### config.mk
export PLATFORM = sky130hd
export DESIGN_NAME = mem_stage_flat
export DESIGN_NICKNAME = d
export VERILOG_FILES = /design/src/rtl/mem_stage_if.sv /design/src/rtl/mem_stage.sv /design/src/flat_wrapper.sv
export SDC_FILE = /design/constraint.sdc
export NUM_CORES = 1
export LEC_CHECK = 0
export ABC_AREA = 0
export BUFFER_PORTS_ARGS = -buffer_cell sky130_fd_sc_hd__buf_2
export CORE_MARGIN = 8
export CORE_UTILIZATION = 46
export CTS_BUF_LIST = sky130_fd_sc_hd__clkbuf_4
export CTS_CLUSTER_DIAMETER = 100
export DETAILED_ROUTE_END_ITERATION = 6
export PLACE_DENSITY = 0.78
export SLEW_MARGIN = 20
export SYNTH_ARGS = -nofsm -noshare
export SYNTH_HDL_FRONTEND = slang
export SYNTH_SLANG_ARGS = --single-unit
### constraint.sdc
create_clock -name clk -period 2.9 [get_ports clk]
set_clock_uncertainty 0.05 [all_clocks]
set_input_delay 0.145 -clock clk [delete_from_list [all_inputs] [get_ports clk]]
set_output_delay 0.145 -clock clk [all_outputs]
set_load 0.01 [all_outputs]
### src/rtl/mem_stage_if.sv
// Signal bundle between mem_stage and its surroundings: EX handoff, data-memory port and writeback.
// The slave modport is the mem_stage view; master is the environment driving EX and memory.
interface mem_stage_if #(
  parameter int ADDR_W = 14
);
  logic              ex_valid;
  logic              ex_ready;
  logic [2:0]        ex_rd;
  logic [15:0]       ex_rs1;
  logic [15:0]       ex_data;
  logic [1:0]        ex_fn;
  logic              mem_req;
  logic              mem_we;
  logic [ADDR_W-1:0] mem_addr;
  logic [15:0]       mem_wdata;
  logic              mem_ack;
  logic [15:0]       mem_rdata;
  logic              wb_we;
  logic [2:0]        wb_rd;
  logic [15:0]       wb_data;
  logic              err;

  modport master (
    output ex_valid, ex_rd, ex_rs1, ex_data, ex_fn, mem_ack, mem_rdata,
    input  ex_ready, mem_req, mem_we, mem_addr, mem_wdata, wb_we, wb_rd, wb_data, err
  );

  modport slave (
    input  ex_valid, ex_rd, ex_rs1, ex_data, ex_fn, mem_ack, mem_rdata,
    output ex_ready, mem_req, mem_we, mem_addr, mem_wdata, wb_we, wb_rd, wb_data, err
  );
endinterface

### src/rtl/mem_stage.sv
// Memory-stage responder: ALU writeback, loads and stores over a req/ack port, EX back-pressure.
// Define MEM_TIMEOUT_EN to abort requests unanswered for TIMEOUT cycles (err pulses once).
module mem_stage #(
  parameter int ADDR_W  = 14,
  parameter int TIMEOUT = 16
) (
  input logic        clk,
  input logic        rst,
  mem_stage_if.slave bus
);
  typedef enum logic [1:0] {IDLE, LOAD, STORE} state_t;

  state_t            state_p1, state_nxt;
  logic              req_p1, req_nxt;
  logic              we_p1, we_nxt;
  logic [ADDR_W-1:0] addr_p1, addr_nxt;
  logic [15:0]       wdata_p1, wdata_nxt;
  logic [2:0]        rd_p1, rd_nxt;
  logic              wb_we_p1, wb_we_nxt;
  logic [2:0]        wb_rd_p1, wb_rd_nxt;
  logic [15:0]       wb_data_p1, wb_data_nxt;

`ifdef MEM_TIMEOUT_EN
  localparam int CNT_W = $clog2(TIMEOUT + 1);
  logic [CNT_W-1:0]  cnt_p1, cnt_nxt;
  logic              err_p1, err_nxt;
`endif

  always_comb begin
    state_nxt   = state_p1;
    req_nxt     = req_p1;
    we_nxt      = we_p1;
    addr_nxt    = addr_p1;
    wdata_nxt   = wdata_p1;
    rd_nxt      = rd_p1;
    wb_we_nxt   = 1'b0;
    wb_rd_nxt   = wb_rd_p1;
    wb_data_nxt = wb_data_p1;
`ifdef MEM_TIMEOUT_EN
    cnt_nxt     = cnt_p1;
    err_nxt     = 1'b0;
`endif
    unique case (state_p1)
      IDLE: begin
        if (bus.ex_valid) begin
          case (bus.ex_fn)
            2'b00: begin
              wb_we_nxt   = 1'b1;
              wb_rd_nxt   = bus.ex_rd;
              wb_data_nxt = bus.ex_rs1;
            end
            2'b01, 2'b10: begin
              state_nxt = (bus.ex_fn == 2'b01) ? LOAD : STORE;
              req_nxt   = 1'b1;
              we_nxt    = (bus.ex_fn == 2'b10);
              addr_nxt  = bus.ex_rs1[ADDR_W-1:0];
              rd_nxt    = bus.ex_rd;
              if (bus.ex_fn == 2'b10) wdata_nxt = bus.ex_data;
`ifdef MEM_TIMEOUT_EN
              cnt_nxt   = '0;
`endif
            end
            default: ;
          endcase
        end
      end
      LOAD, STORE: begin
        // An ack is checked before the timeout so a same-cycle ack completes normally.
        if (bus.mem_ack) begin
          req_nxt   = 1'b0;
          state_nxt = IDLE;
          if (state_p1 == LOAD) begin
            wb_we_nxt   = 1'b1;
            wb_rd_nxt   = rd_p1;
            wb_data_nxt = bus.mem_rdata;
          end
        end
`ifdef MEM_TIMEOUT_EN
        else if (cnt_p1 == CNT_W'(TIMEOUT - 1)) begin
          req_nxt   = 1'b0;
          state_nxt = IDLE;
          err_nxt   = 1'b1;
        end else begin
          cnt_nxt = cnt_p1 + 1'b1;
        end
`endif
      end
      default: state_nxt = IDLE;
    endcase
  end

  always_ff @(posedge clk or posedge rst) begin
    if (rst) begin
      state_p1   <= IDLE;
      req_p1     <= 1'b0;
      we_p1      <= 1'b0;
      addr_p1    <= '0;
      wdata_p1   <= '0;
      rd_p1      <= '0;
      wb_we_p1   <= 1'b0;
      wb_rd_p1   <= '0;
      wb_data_p1 <= '0;
    end else begin
      state_p1   <= state_nxt;
      req_p1     <= req_nxt;
      we_p1      <= we_nxt;
      addr_p1    <= addr_nxt;
      wdata_p1   <= wdata_nxt;
      rd_p1      <= rd_nxt;
      wb_we_p1   <= wb_we_nxt;
      wb_rd_p1   <= wb_rd_nxt;
      wb_data_p1 <= wb_data_nxt;
    end
  end

`ifdef MEM_TIMEOUT_EN
  always_ff @(posedge clk or posedge rst) begin
    if (rst) begin
      cnt_p1 <= '0;
      err_p1 <= 1'b0;
    end else begin
      cnt_p1 <= cnt_nxt;
      err_p1 <= err_nxt;
    end
  end
  assign bus.err = err_p1;
`else
  assign bus.err = 1'b0;
`endif

  assign bus.ex_ready  = (state_p1 == IDLE);
  assign bus.mem_req   = req_p1;
  assign bus.mem_we    = we_p1;
  assign bus.mem_addr  = addr_p1;
  assign bus.mem_wdata = wdata_p1;
  assign bus.wb_we     = wb_we_p1;
  assign bus.wb_rd     = wb_rd_p1;
  assign bus.wb_data   = wb_data_p1;
endmodule
### src/flat_wrapper.sv
// flat-port wrapper written by rule: the top's interface ports become plain ports
module mem_stage_flat 
#(
  parameter int ADDR_W  = 14,
  parameter int TIMEOUT = 16
)
  (clk, rst, bus_ex_valid, bus_ex_rd, bus_ex_rs1, bus_ex_data, bus_ex_fn, bus_mem_ack, bus_mem_rdata, bus_ex_ready, bus_mem_req, bus_mem_we, bus_mem_addr, bus_mem_wdata, bus_wb_we, bus_wb_rd, bus_wb_data, bus_err);
  mem_stage_if #(.ADDR_W(ADDR_W)) bus_i ();
  input logic clk;
  input logic rst;
  input wire logic [$bits(bus_i.ex_valid)-1:0] bus_ex_valid;
  input wire logic [$bits(bus_i.ex_rd)-1:0] bus_ex_rd;
  input wire logic [$bits(bus_i.ex_rs1)-1:0] bus_ex_rs1;
  input wire logic [$bits(bus_i.ex_data)-1:0] bus_ex_data;
  input wire logic [$bits(bus_i.ex_fn)-1:0] bus_ex_fn;
  input wire logic [$bits(bus_i.mem_ack)-1:0] bus_mem_ack;
  input wire logic [$bits(bus_i.mem_rdata)-1:0] bus_mem_rdata;
  output wire logic [$bits(bus_i.ex_ready)-1:0] bus_ex_ready;
  output wire logic [$bits(bus_i.mem_req)-1:0] bus_mem_req;
  output wire logic [$bits(bus_i.mem_we)-1:0] bus_mem_we;
  output wire logic [$bits(bus_i.mem_addr)-1:0] bus_mem_addr;
  output wire logic [$bits(bus_i.mem_wdata)-1:0] bus_mem_wdata;
  output wire logic [$bits(bus_i.wb_we)-1:0] bus_wb_we;
  output wire logic [$bits(bus_i.wb_rd)-1:0] bus_wb_rd;
  output wire logic [$bits(bus_i.wb_data)-1:0] bus_wb_data;
  output wire logic [$bits(bus_i.err)-1:0] bus_err;
  assign bus_i.ex_valid = bus_ex_valid;
  assign bus_i.ex_rd = bus_ex_rd;
  assign bus_i.ex_rs1 = bus_ex_rs1;
  assign bus_i.ex_data = bus_ex_data;
  assign bus_i.ex_fn = bus_ex_fn;
  assign bus_i.mem_ack = bus_mem_ack;
  assign bus_i.mem_rdata = bus_mem_rdata;
  assign bus_ex_ready = bus_i.ex_ready;
  assign bus_mem_req = bus_i.mem_req;
  assign bus_mem_we = bus_i.mem_we;
  assign bus_mem_addr = bus_i.mem_addr;
  assign bus_mem_wdata = bus_i.mem_wdata;
  assign bus_wb_we = bus_i.wb_we;
  assign bus_wb_rd = bus_i.wb_rd;
  assign bus_wb_data = bus_i.wb_data;
  assign bus_err = bus_i.err;
  mem_stage #(.ADDR_W(ADDR_W), .TIMEOUT(TIMEOUT)) u_core (.clk(clk), .rst(rst), .bus(bus_i));
endmodule
**Yosys cells after proc, flatten, opt, wreduce, memory -nomap -nowiden**

Index checks and enable logic that the tools add are counted.

- Logic and storage cells: 52
- Bits in latches: 0
- Bits in writable memories: 0
- Memories: 0
- ROM bits: 0
- Input bits: 57
- Register bits: 57

- Equality and inequality tests: 9
- Add/sub/neg operators: 0
- Bitwise logic cells: 0
- Muxes and demuxes: 24
- Order comparisons: 0
- Multiply operators: 0
- Reductions and logical operators: 10
- Shift operators: 0
- Div/mod/pow operators: 0

Operators by type and width:

| cell | count |
|---|---|
| two-way mux 16 bit | 4 |
| one-hot mux 16 bit (2 select lines) | 1 |
| two-way mux 3 bit | 4 |
| two-way mux 2 bit | 4 |
| AND reduction 4 bit | 2 |
| two-way mux 1 bit | 7 |
| != test 2 x 1 -> 1 bit (second input constant) | 3 |
| one-hot mux 3 bit (2 select lines) | 1 |
| AND reduction 3 bit | 2 |
| AND reduction 5 bit | 1 |
| == test 2 x 1 -> 1 bit (second input constant) | 2 |
| == test 2 bit (second input constant) | 2 |
| zero test 2 bit | 2 |
| != test 2 bit (second input constant) | 2 |
| one-hot mux 1 bit (2 select lines) | 2 |
| one-hot mux 2 bit (2 select lines) | 1 |
| OR reduction 2 bit | 2 |
| nonzero test 2 bit | 1 |

**Longest topological paths before layout**

- Depth after elaboration: 5
- Depth in mapped cells: 6
- Gate-level depth less buffers: 5

**Worst setup path before layout**

No wires, ideal clock.

- Path kind: flip-flop to flip-flop
- Start point: register u_core.state_p1[0]
- End point: register u_core.wb_data_p1[0] (netlist: u_core.bus.wb_data[0])
- Stages on the path, launching flop included: 7
- Setup slack: 0.639 ns
- Data arrival time: 2.083 ns
- Setup time: 0.127 ns
- Path buffers: 1
- Path through: dfrtp_1 > inv_1 > ha_1 > nor2b_1 > a2111oi_4 > buf_6 > mux2_1

- Cells in the longest elaborated chain, start to end: 4
- Elaborated cells on any way between the ends: 11
- Those cells by class: 6 x eq/ne; 1 x mux; 4 x reduce/logical

Ends and longest elaborated chain:

| what | RTL line | text |
|---|---|---|
| start, declared | mem_stage.sv:13 | `state_t state_p1, state_nxt;` |
| start signal, assigned | mem_stage.sv:104 | `state_p1 <= state_nxt;` |
| == test 2 bit / == test 2 x 1 -> 1 bit (equally long branches) | mem_stage.sv:43, mem_stage.sv:72 |  |
| OR reduction 2 bit | mem_stage.sv:43 | `unique case (state_p1)` |
| != test 2 x 1 -> 1 bit (no source line) (tied with other cells) | n/a |  |
| AND reduction 5 bit (no source line) | n/a |  |
| end signal, assigned | mem_stage.sv:112 | `wb_data_p1 <= wb_data_nxt;` |
| end, declared | mem_stage.sv:21 | `logic [15:0] wb_data_p1, wb_data_nxt;` |

Parallel ways exist; a longest one is shown, timed or not.
A chain may end at the register's enable or synchronous reset.

**Final worst setup path**

- Start point: register u_core.state_p1[0]
- End point: register u_core.wb_data_p1[12] (netlist: u_core.bus.wb_data[12])

The elaborated chain is that of the path after synthesis.

==> impl_metrics.yaml <==
grt:
  grt_usage_pct: 16.96
  grt_overflow: 0
  grt_max_degree: 33
  grt_pass1_wl_um: 10930
  grt_antenna_before_repair: 1
  grt_pass1_vias: 2224
layout:
  drive_gt1_share_pct: 58.41
  utilization_pct: 67.80
  regArea_sq_um: 1426
  stdcell_area_sq_um: 3665
  fill_cells: 430
  multiInputGateArea_sq_um: 1055
  syn2layout_area_growth_pct: 44.43
  nets: 388
  fin_cells: 400
logic_synthesis:
  synth_top_area_share_pct: 56.21
  synthCells: 168
  ys_seq_area_share_pct: 56.21
  yosysUniqueCellTypes: 20
  synthAdderAreaFrac_pct: 4.438
  yosysTopAreaCell: "dfrtp_1"
  avgSynthCellArea_sq_um: 15.10
  synth_seq_cells: 57
  synth_top_family_by_area: "multiplexers"
  synth_area_leaders: "dfrtp_1, mux2_2, ha_1"
  syn-num-nets: 234
  synth_xor_area_share_pct: 0
  synth-simple-area-share_pct: 2.318
  yosysWarningCount: 0
  muxShareOfSynthArea_pct: 32.35
  syn_area_sq_um: 2537
  synth_compound_area_share_pct: 2.318
sta:
  timing.final.crit_period_ns: 2.268
  hold_ws_ns: 0.05351
  setup_viol: 0
  tightest_slew_ns: 0.7669
  rsz0062_at_grt: "no"
  fin_tns_setup_ns: 0
  finalHoldViolations: 0
  post-route-period-util_pct: 78.19
  slew_headroom_pct: 48.73
  max_freq_ghz: 0.4410
  final_max_slew_viol_count: 0
place:
  dp_cells: 347
  dpl_cell_area_sq_um: 3173
  place_hpwl_um: 4577
  gp_congestion: 0.7436
  io_buffers: 109
worst_setup_path:
  worst-setup-path-type: "reg2reg"
  startpoint_type: "flip-flop"
  crit_fanout: 17
  cp.arrival_ns: 2.48
  crit_required_ns: 3.11
  crit_path_end_kind: "flip-flop"
  r2r_cells: 6
worst_hold_path:
  hold_path_depth: 3
  min_path_type: "in2reg"
power_and_ir_drop:
  pwr-share-seq_pct: 37.3
  powerDensity_nw_per_um2: 1025
  p_comb_share_pct: 48.0
  leakagePower_uw: 0.001786
  clkPwrFrac_pct: 14.8
  swShare_pct: 35.15
  peakVddDrop_mv: 0.5857
  p_int_uw: 2435
  power_switching_uw: 1320
drt:
  ant_nets: 0
  first_iter_violations: 59
  drt_wl_total_um: 6688
  dr.pass1.iters: 4
  via_per_inst: 4.810
  drc_errors: 0
  wire_per_inst_um: 16.72
  vias: 1924
floorplan:
  die_area_sq_um: 8149
  die_y_um: 90.27
  ios: 111
  start_util_pct: 46.94
  rows: 27
  die_w_um: 90.27
  core_area_sq_um: 5405
clock_network:
  numCtsBuffers: 9
  cts_tree: "built"
  cts-root-buf: "clkbuf_4"
  cts.sinks: 57
  clock_latency_ns: 0.37
  cts_setup_buffers: 0
  post_cts_resized: 0
  htreeDepth: 3
  cts_buffer_depth: 2
  clk_pin_slew_ns: 0.10
job:
  drv_cap: 0
run_status:
  outcome: "finished clean"
[logic make-up after synthesis]
family          count (synthesis)
compound gates                  5
fa+ha+maj                       9
buf+inv                        12
flops                          57
mux                            73
other cells                     1
simple gates                   11
[state kept, by name, summed over array words and instances (netlist names)]
signal,cells
u_core.bus.mem_addr,14
u_core.bus.mem_req,1
u_core.bus.mem_wdata,16
u_core.bus.mem_we,1
u_core.bus.wb_data,16
u_core.bus.wb_rd,3
u_core.bus.wb_we,1
u_core.rd_p1,3
u_core.state_p1,2
[power groups by stage]
stage                     registers (uW)  logic, uW  clock network [uW]
after floorplan                     1570        966                   0
after global placement              1390       1740                   0
after detailed placement            1400       1780                   0
after CTS                           1390       1830                 567
after global routing                1450       1950                 602
final                               1400       1800                 555
[cell usage in the layout, fill, tap and decap left out]
master	netlist	routed
inv_2	0	1
nand2b_1	1	1
mux2_2	62	62
diode_2	0	1
conb_1	1	1
clkinv_2	0	1
clkbuf_4	0	11
nor2b_1	3	3
dfrtp_1	57	57
a21oi_1	1	1
nand2_1	1	1
mux2i_1	1	1
buf_4	1	5
o41ai_1	2	2
inv_1	5	4
bufinv_16	0	1
buf_2	0	109
a2111oi_4	1	1
dlygate4sd3_1	0	36
mux2_1	10	10
ha_1	9	9
o32ai_1	1	1
nand3_1	5	5
nor3_1	1	1
clkinv_1	0	3
[path summary, 6_finish.rpt]
check | startpoint | endpoint | slack [ns]
min in group asynchronous | rst | u_core.bus.mem_wdata[10] | 0.35
worst max register to register | u_core.state_p1[0] | u_core.bus.wb_data[12] | 0.63
max in group asynchronous | rst | u_core.bus.wb_rd[2] | 1.77
worst min register to register | u_core.bus.wb_data[7] | u_core.bus.wb_data[7] | 0.44
worst max-delay path | u_core.state_p1[0] | u_core.bus.wb_data[12] | 0.63
worst min-delay path | bus_mem_rdata[3] | u_core.bus.wb_data[3] | 0.05
[final cells by class]
| type | instances | area share [%] |
|---|---|---|
| clock inverters | 5 | 1.263 |
| well taps | 72 | 2.458 |
| clock buffers | 11 | 2.253 |
| multi-input cells | 99 | 28.78 |
| diodes | 1 | 0.06828 |
| flip-flops and latches | 57 | 38.92 |
| inverters | 5 | 0.5121 |
| repair buffers | 150 | 25.74 |
[routing by layer]
| metal | vias up | routed length, um | track usage (%) | share of wire (%) |
|---|---|---|---|---|
| li1 | 899 | - | - | - |
| met1 | 941 | 2754 | 18.27 | 41 |
| met2 | 66 | 3332 | 29.02 | 50 |
| met3 | 18 | 383 | 5.154 | 5.7 |
| met4 | 0 | 217 | 9.570 | 3.2 |
| met5 | - | 0 | 0 | 0 |
[worst max-delay path, stage by stage (launching register included)]
cell,delay (ns)
dfrtp_1,0.39
inv_1,0.10
ha_1,0.32
nor2b_1,0.20
a2111oi_4,0.40
buf_4,0.32
mux2_2,0.37
[synth_stat cells]
library cell,instances
nor2b_1,3
mux2_2,62
o41ai_1,2
inv_1,5
buf_1,1
o32ai_1,1
a2111oi_4,1
nand2_1,1
ha_1,9
nand2b_1,1
buf_6,1
a21oi_1,1
mux2i_1,1
nor3_1,1
buf_4,1
dfrtp_1,57
mux2_1,10
nand3_1,5
conb_1,1
clkbuf_1,4
[metrics by stage]
stage	worst slack [ns]	total power, uW
after floorplan	0.6395	2538
after global placement	0.7356	3128
after detailed placement	0.6329	3187
after CTS	0.6126	3789
after global routing	0.5196	4007
final	0.6324	3755
[repair_timing]
action,4_1_cts,5_1_grt
hold endpoints to repair,64,0
hold buffers,36,0
endpoints found under the setup margin,0,0
(Power assumes the default switching activity.)
